## config.mk

```make
export PLATFORM = sky130hd
export DESIGN_NAME = tlc_intersection
export DESIGN_NICKNAME = d
export VERILOG_FILES = /design/src/rtl/tlc_intersection.sv
export SDC_FILE = /design/constraint.sdc
export NUM_CORES = 1
export LEC_CHECK = 0
export ABC_CLOCK_PERIOD_IN_PS = 3150
export BUFFER_PORTS_ARGS = -buffer_cell sky130_fd_sc_hd__buf_2
export CORE_MARGIN = 5
export CORE_UTILIZATION = 43
export CTS_CLUSTER_DIAMETER = 40
export CTS_CLUSTER_SIZE = 16
export DETAILED_ROUTE_END_ITERATION = 8
export GPL_TIMING_DRIVEN = 0
export PLACE_DENSITY = 0.67
export SYNTH_ARGS = -nofsm -noshare
export SYNTH_HDL_FRONTEND = slang
export SYNTH_SLANG_ARGS = --single-unit
export TNS_END_PERCENT = 20
```

## constraint.sdc

```tcl
create_clock -name clk -period 3.15 [get_ports clk]
set_input_delay 0.4725 -clock clk [delete_from_list [all_inputs] [get_ports clk]]
set_output_delay 0.4725 -clock clk [all_outputs]
set_load 0.005 [all_outputs]
```

## src/rtl/tlc_intersection.sv

```systemverilog
`default_nettype none
// ============================================================================
// Module  : tlc_intersection
// Brief   : Multi-phase traffic-light controller. Phases cycle through
//           GREEN -> YELLOW -> ALLRED with per-phase green times. Supports
//           freeze (stop), reload (set) and out-of-order phase requests (jump).
// Revision: 1.0 - initial release
// ============================================================================
module tlc_intersection #(
  parameter int NPH = 4,
  parameter int TW  = 6,
  parameter int PW  = $clog2(NPH)
) (
  input  logic              clk,
  input  logic              reset,
  input  logic              set,
  input  logic              stop,
  input  logic              jump,
  input  logic [PW-1:0]     jump_phase,
  input  logic [NPH*TW-1:0] g_time,
  input  logic [TW-1:0]     y_time,
  input  logic [TW-1:0]     ar_time,
  output logic [NPH-1:0]    g_out,
  output logic [NPH-1:0]    y_out,
  output logic [NPH-1:0]    r_out,
  output logic [PW-1:0]     cur_phase,
  output logic [TW-1:0]     remain
);

  typedef enum logic [1:0] {
    IDLE   = 2'd0,
    GREEN  = 2'd1,
    YELLOW = 2'd2,
    ALLRED = 2'd3
  } state_t;

  // Phase count widened by one bit so it can be compared against any index.
  localparam logic [PW:0]   c_nph     = (PW+1)'(NPH);
  localparam logic [PW-1:0] c_last_ph = PW'(NPH-1);

  state_t              state_q, state_d;
  logic [TW-1:0]       cnt_q, cnt_d;
  logic [PW-1:0]       phase_q, phase_d;
  logic                pend_vld_q, pend_vld_d;
  logic [PW-1:0]       pend_ph_q, pend_ph_d;
  logic [NPH*TW-1:0]   gdur_q, gdur_d;
  logic [TW-1:0]       ydur_q, ydur_d;
  logic [TW-1:0]       ardur_q, ardur_d;

  logic [TW-1:0]       w_g_raw;
  logic [TW-1:0]       w_len;
  logic                w_last;
  logic                w_jump_ok;
  logic [PW-1:0]       w_next_ph;
  logic [PW-1:0]       w_green_ph;
  logic [NPH-1:0]      w_g;
  logic [NPH-1:0]      w_y;

  // Interval length of the current state; zero durations for G/Y act as one.
  always_comb begin
    w_g_raw = gdur_q[TW*int'(phase_q) +: TW];
    w_len   = '0;
    case (state_q)
      GREEN:   w_len = (w_g_raw == '0) ? TW'(1) : w_g_raw;
      YELLOW:  w_len = (ydur_q == '0) ? TW'(1) : ydur_q;
      ALLRED:  w_len = ardur_q;
      default: w_len = '0;
    endcase
    w_last     = (cnt_q == (w_len - TW'(1)));
    w_jump_ok  = jump && ({1'b0, jump_phase} < c_nph);
    w_next_ph  = (phase_q == c_last_ph) ? '0 : phase_q + PW'(1);
    // A jump arriving on the very edge that enters GREEN is honoured directly.
    w_green_ph = w_jump_ok ? jump_phase : (pend_vld_q ? pend_ph_q : w_next_ph);
  end

  // Next-state logic: set overrides everything, stop only freezes timing.
  always_comb begin
    state_d    = state_q;
    cnt_d      = cnt_q;
    phase_d    = phase_q;
    pend_vld_d = pend_vld_q;
    pend_ph_d  = pend_ph_q;
    gdur_d     = gdur_q;
    ydur_d     = ydur_q;
    ardur_d    = ardur_q;

    if (set) begin
      gdur_d     = g_time;
      ydur_d     = y_time;
      ardur_d    = ar_time;
      state_d    = GREEN;
      phase_d    = '0;
      cnt_d      = '0;
      pend_vld_d = 1'b0;
    end else begin
      case (state_q)
        GREEN: begin
          if (w_jump_ok && (jump_phase != phase_q)) begin
            state_d    = YELLOW;
            cnt_d      = '0;
            pend_vld_d = 1'b1;
            pend_ph_d  = jump_phase;
          end else if (!stop) begin
            if (w_last) begin
              state_d = YELLOW;
              cnt_d   = '0;
            end else begin
              cnt_d = cnt_q + TW'(1);
            end
          end
        end
        YELLOW, ALLRED: begin
          if (w_jump_ok) begin
            pend_vld_d = 1'b1;
            pend_ph_d  = jump_phase;
          end
          if (!stop) begin
            if (w_last) begin
              cnt_d = '0;
              if ((state_q == YELLOW) && (ardur_q != '0)) begin
                state_d = ALLRED;
              end else begin
                state_d    = GREEN;
                phase_d    = w_green_ph;
                pend_vld_d = 1'b0;
              end
            end else begin
              cnt_d = cnt_q + TW'(1);
            end
          end
        end
        default: begin
          // IDLE waits for set; jump and stop have nothing to act on.
        end
      endcase
    end
  end

  // State register with asynchronous reset to the all-red idle condition.
  always_ff @(posedge clk or posedge reset) begin
    if (reset) begin
      state_q    <= IDLE;
      cnt_q      <= '0;
      phase_q    <= '0;
      pend_vld_q <= 1'b0;
      pend_ph_q  <= '0;
      gdur_q     <= '0;
      ydur_q     <= '0;
      ardur_q    <= '0;
    end else begin
      state_q    <= state_d;
      cnt_q      <= cnt_d;
      phase_q    <= phase_d;
      pend_vld_q <= pend_vld_d;
      pend_ph_q  <= pend_ph_d;
      gdur_q     <= gdur_d;
      ydur_q     <= ydur_d;
      ardur_q    <= ardur_d;
    end
  end

  // Moore lamp decode: only the served phase can be green or yellow.
  always_comb begin
    w_g = '0;
    w_y = '0;
    for (int p = 0; p < NPH; p++) begin
      if (phase_q == PW'(p)) begin
        w_g[p] = (state_q == GREEN);
        w_y[p] = (state_q == YELLOW);
      end
    end
    g_out     = w_g;
    y_out     = w_y;
    r_out     = ~(w_g | w_y);
    cur_phase = phase_q;
    remain    = (state_q == IDLE) ? '0 : (w_len - cnt_q);
  end

endmodule
`default_nettype wire

```

==> qor.txt <==
===================================================================================
Placed instance count ................................................          463
Pin count of the biggest net entering global routing .................           27
Count of placed standard cells in the final layout, fillers left out .          487
Initial antenna violation count ......................................            0
Clock transition at path regs ........................................       110 ps
Clock Sink Count .....................................................           49
DRC Markers ..........................................................            0
Die Wd ...............................................................      96.6 um
Post-detail-place hpwl ...............................................      6160 um
Distinct cell type count after synthesis .............................           60
Number of buffers created by CTS .....................................            5
Cell type contributing the most total cell area after synthesis ...... sky130_fd_sc_hd__dfrtp_1
Register bit count reported by yosys .................................           49
Relative max-transition margin .......................................        52.1%
Unrepaired setup endpoints after global routing ......................         true
Total global-route track usage .......................................        18.9%
Setup ws final .......................................................      -220 ps
Critical Setup Path Class ............................................      reg2out
Final weighted congestion in routability-driven placement ............        0.867
Nets .................................................................          442
Violation count after the first detailed-routing iteration ...........          140
Count of pins on the block boundary ..................................           63
Post-route minimum period ............................................      3370 ps
Endpoint required time on the critical path ..........................      2680 ps
Share of cells above drive strength 1 ................................        48.5%
R2R depth ............................................................           15
Effective utilization at floorplan ...................................        44.2%
Pre-Repair DR Iteration Count ........................................            4
Hold buffer count at cts .............................................            0
Synth Warn # .........................................................            0
Average detailed-routed wire length per instance .....................      17.1 um
Placed standard-cell area ............................................ 0.00370 sq mm
Critical path peak fanout ............................................            3
Final Hold Viols .....................................................            0
Via density ..........................................................         5.45
Violated checks ...................................................... setup timing
Wire length of the first global-routing pass .........................     13600 um
Static leakage .......................................................      1.73 nW
Count of flip-flops with a built-in enable after synthesis ...........            0
Avg Inst Size Synth ..................................................   10.7 sq um
Number of rows created at floorplan ..................................           31
Clock Tree Buf Depth .................................................            2
Number of levels the H-tree was split into ...........................            2
Final critical-path share of the clock period ........................         107%
Clock root buffer .................................................... sky130_fd_sc_hd__clkbuf_8
Async set or reset register ratio after synthesis ....................         100%
Die area ............................................................. 0.00933 sq mm
Setup TNS Final ......................................................      -842 ps
Reported max-cap violation count .....................................            0
Clock tree skew after final layout ...................................      11.6 ps
Power density over cell area .........................................  498 mW/mm^2
Wirelength, routed ...................................................      8330 um
Synth-to-Final Area Change ...........................................        27.5%
Ys flop type ......................................................... sky130_fd_sc_hd__dfrtp_1
Max Freq .............................................................      297 MHz
Worst hold path type .................................................     in2async
IO Port Bufs .........................................................           62
Worst-case hold slack ................................................       192 ps
Cell with the most instances after synthesis ......................... sky130_fd_sc_hd__dfrtp_1
Vert. Die Dim ........................................................      96.6 um
TritonCTS clock tree .................................................          yes
Portion of the post-synthesis area used by sequential elements .......        38.0%
Netlist area before placement ........................................ 0.00322 sq mm
Final antenna diode count ............................................            0
Data arrival time of the worst path ..................................      2900 ps
Global-route congestion overflow total ...............................            0
Slew of the pin with the lowest slew margin ..........................       719 ps
Number of global-route vias before repair ............................         2754
Synth cell count leaders ............................................. sky130_fd_sc_hd__dfrtp_1 (49), sky130_fd_sc_hd__mux2_2 (44), sky130_fd_sc_hd__nor2_1 (25)
Count of mapped cells out of synthesis ...............................          301
Design Area, Final ................................................... 0.00411 sq mm
Post-synthesis net count .............................................          356
Overall via count from detail_route ..................................         2656
DRT antenna net count ................................................            0
Area of the placeable core ........................................... 0.00729 sq mm
Max IR drop VDD ......................................................     0.302 mV
Status ............................................................... finished with violations
Source-to-sink clock delay at the later pin of the worst-skew pair ...       310 ps
Nature of the critical path startpoint ...............................    flip-flop
Main area contributors after synthesis ............................... sky130_fd_sc_hd__dfrtp_1 (38%), sky130_fd_sc_hd__mux2_2 (15%), sky130_fd_sc_hd__ha_1 (4.3%), sky130_fd_sc_hd__mux4_2 (3.5%), sky130_fd_sc_hd__nor2_1 (2.9%)
Area fraction of the dominant cell type after synthesis ..............        38.0%
Power consumption ....................................................      2.05 mW
Capturing element type of the critical path .......................... primary output
Final setup vio count ................................................            7
Max Slew Vio Count ...................................................            0
===================================================================================
==> per-layer routing <==
| metal | track usage, % | wire length, um | up-vias |
|---|---|---|---|
| met4 | 6.66 | 159 | 0 |
| met1 | 24.5 | 3660 | 1292 |
| met2 | 31.6 | 4110 | 71 |
| met5 | 0 | 0 | - |
| li1 | - | - | 1279 |
| met3 | 3.56 | 400 | 14 |
==> final timing paths <==
kind	slack (ps)	endpoint	start
max reg2reg	-220	cur_phase[1]	cur_phase[0]
max	-220	remain[4]	cur_phase[1]
min	190	gdur_q[1]	reset
max in group asynchronous	2400	cur_phase[0]	reset
min reg2reg	520	gdur_q[19]	gdur_q[19]
min in group clk	380	gdur_q[7]	g_time[7]
==> repair_timing <==
action                                  CTS  global route
endpoints found under the setup margin   15            16
buffers inserted                         15             2
pin swaps                                18            14
resized for setup                        29            13
==> area by class of cell <==
cell class	instances	area, sq um
Fill cell	673	3180
Clock inverter	3	28.8
Clock buffer	5	68.8
Multi-Input combinational cell	222	2030
Tap cell	99	124
Sequential cell	49	1230
Inverter	13	56.3
Buffer	16	101
Timing Repair Buffer	80	469
==> stage by stage <==
| step | util, % | setup WS [ps] |
|---|---|---|
| floorplan | - | 16.3 |
| global placement | 50.5 | -326 |
| detailed placement | 50.8 | -310 |
| CTS | 55.5 | -231 |
| global route | 56.4 | -331 |
| finish | 56.4 | -220 |
==> power breakdown <==
group	internal [mW]	leakage (nW)	switching (mW)	total (mW)
Clock	0.167	0.0506	0.246	0.412
Sequential	0.699	0.590	0.0650	0.764
Combinational	0.437	1.09	0.432	0.869
Total	1.30	1.73	0.743	2.05
==> state kept, by name, summed over array words and instances (netlist names) <==
name / cells
gdur_q: 24
cnt_q: 6
ydur_q: 6
cur_phase: 2
pend_ph_q: 2
pend_vld_q: 1
ardur_q: 6
state_q: 2
==> critical path, stage by stage (launching register included) <==
cell	delay (ps)
sky130_fd_sc_hd__dfrtp_1	460
sky130_fd_sc_hd__inv_8	80
sky130_fd_sc_hd__mux4_2	520
sky130_fd_sc_hd__a21boi_4	170
sky130_fd_sc_hd__nor2_4	160
sky130_fd_sc_hd__ha_4	150
sky130_fd_sc_hd__inv_2	40
sky130_fd_sc_hd__fa_2	330
sky130_fd_sc_hd__a21o_1	170
sky130_fd_sc_hd__a21oi_2	150
sky130_fd_sc_hd__xor2_1	150
sky130_fd_sc_hd__nor2_1	50
sky130_fd_sc_hd__buf_2	150
==> cells by family (layout without fill, tap and decap cells) <==
group | Yosys count | count (layout) | synth area share [%]
buffers and inverters | 30 | 117 | 4.70
XOR/XNOR | 9 | 9 | 2.45
AND/OR/NAND/NOR | 84 | 84 | 13.9
AO/OA/AOI/OAI | 57 | 57 | 13.6
flip-flops | 49 | 49 | 38.0
multiplexers | 60 | 60 | 22.5
adder cells (fa/ha/maj) | 12 | 12 | 4.89
==> layout by cell type (no fill, tap or decap), types with 5 or more instances in the layout <==
cell                       Yosys  final
sky130_fd_sc_hd__nand2_1      10      9
sky130_fd_sc_hd__and2_1       11     11
sky130_fd_sc_hd__a21o_1        5      5
sky130_fd_sc_hd__nor2_1       25     24
sky130_fd_sc_hd__a211oi_1      6      5
sky130_fd_sc_hd__clkbuf_8      0      5
sky130_fd_sc_hd__mux2i_1       9      8
sky130_fd_sc_hd__a21oi_1       9      7
sky130_fd_sc_hd__buf_2         5     65
sky130_fd_sc_hd__ha_1         11      8
sky130_fd_sc_hd__dfrtp_1      49     48
sky130_fd_sc_hd__mux4_2        5      5
sky130_fd_sc_hd__nand2b_1      5      5
sky130_fd_sc_hd__nor3_1        9      7
sky130_fd_sc_hd__buf_4         0     15
sky130_fd_sc_hd__nand3_1       8      6
sky130_fd_sc_hd__inv_1        12      8
sky130_fd_sc_hd__mux2_2       44     44
Note: power is estimated with default switching activity, not from simulation.
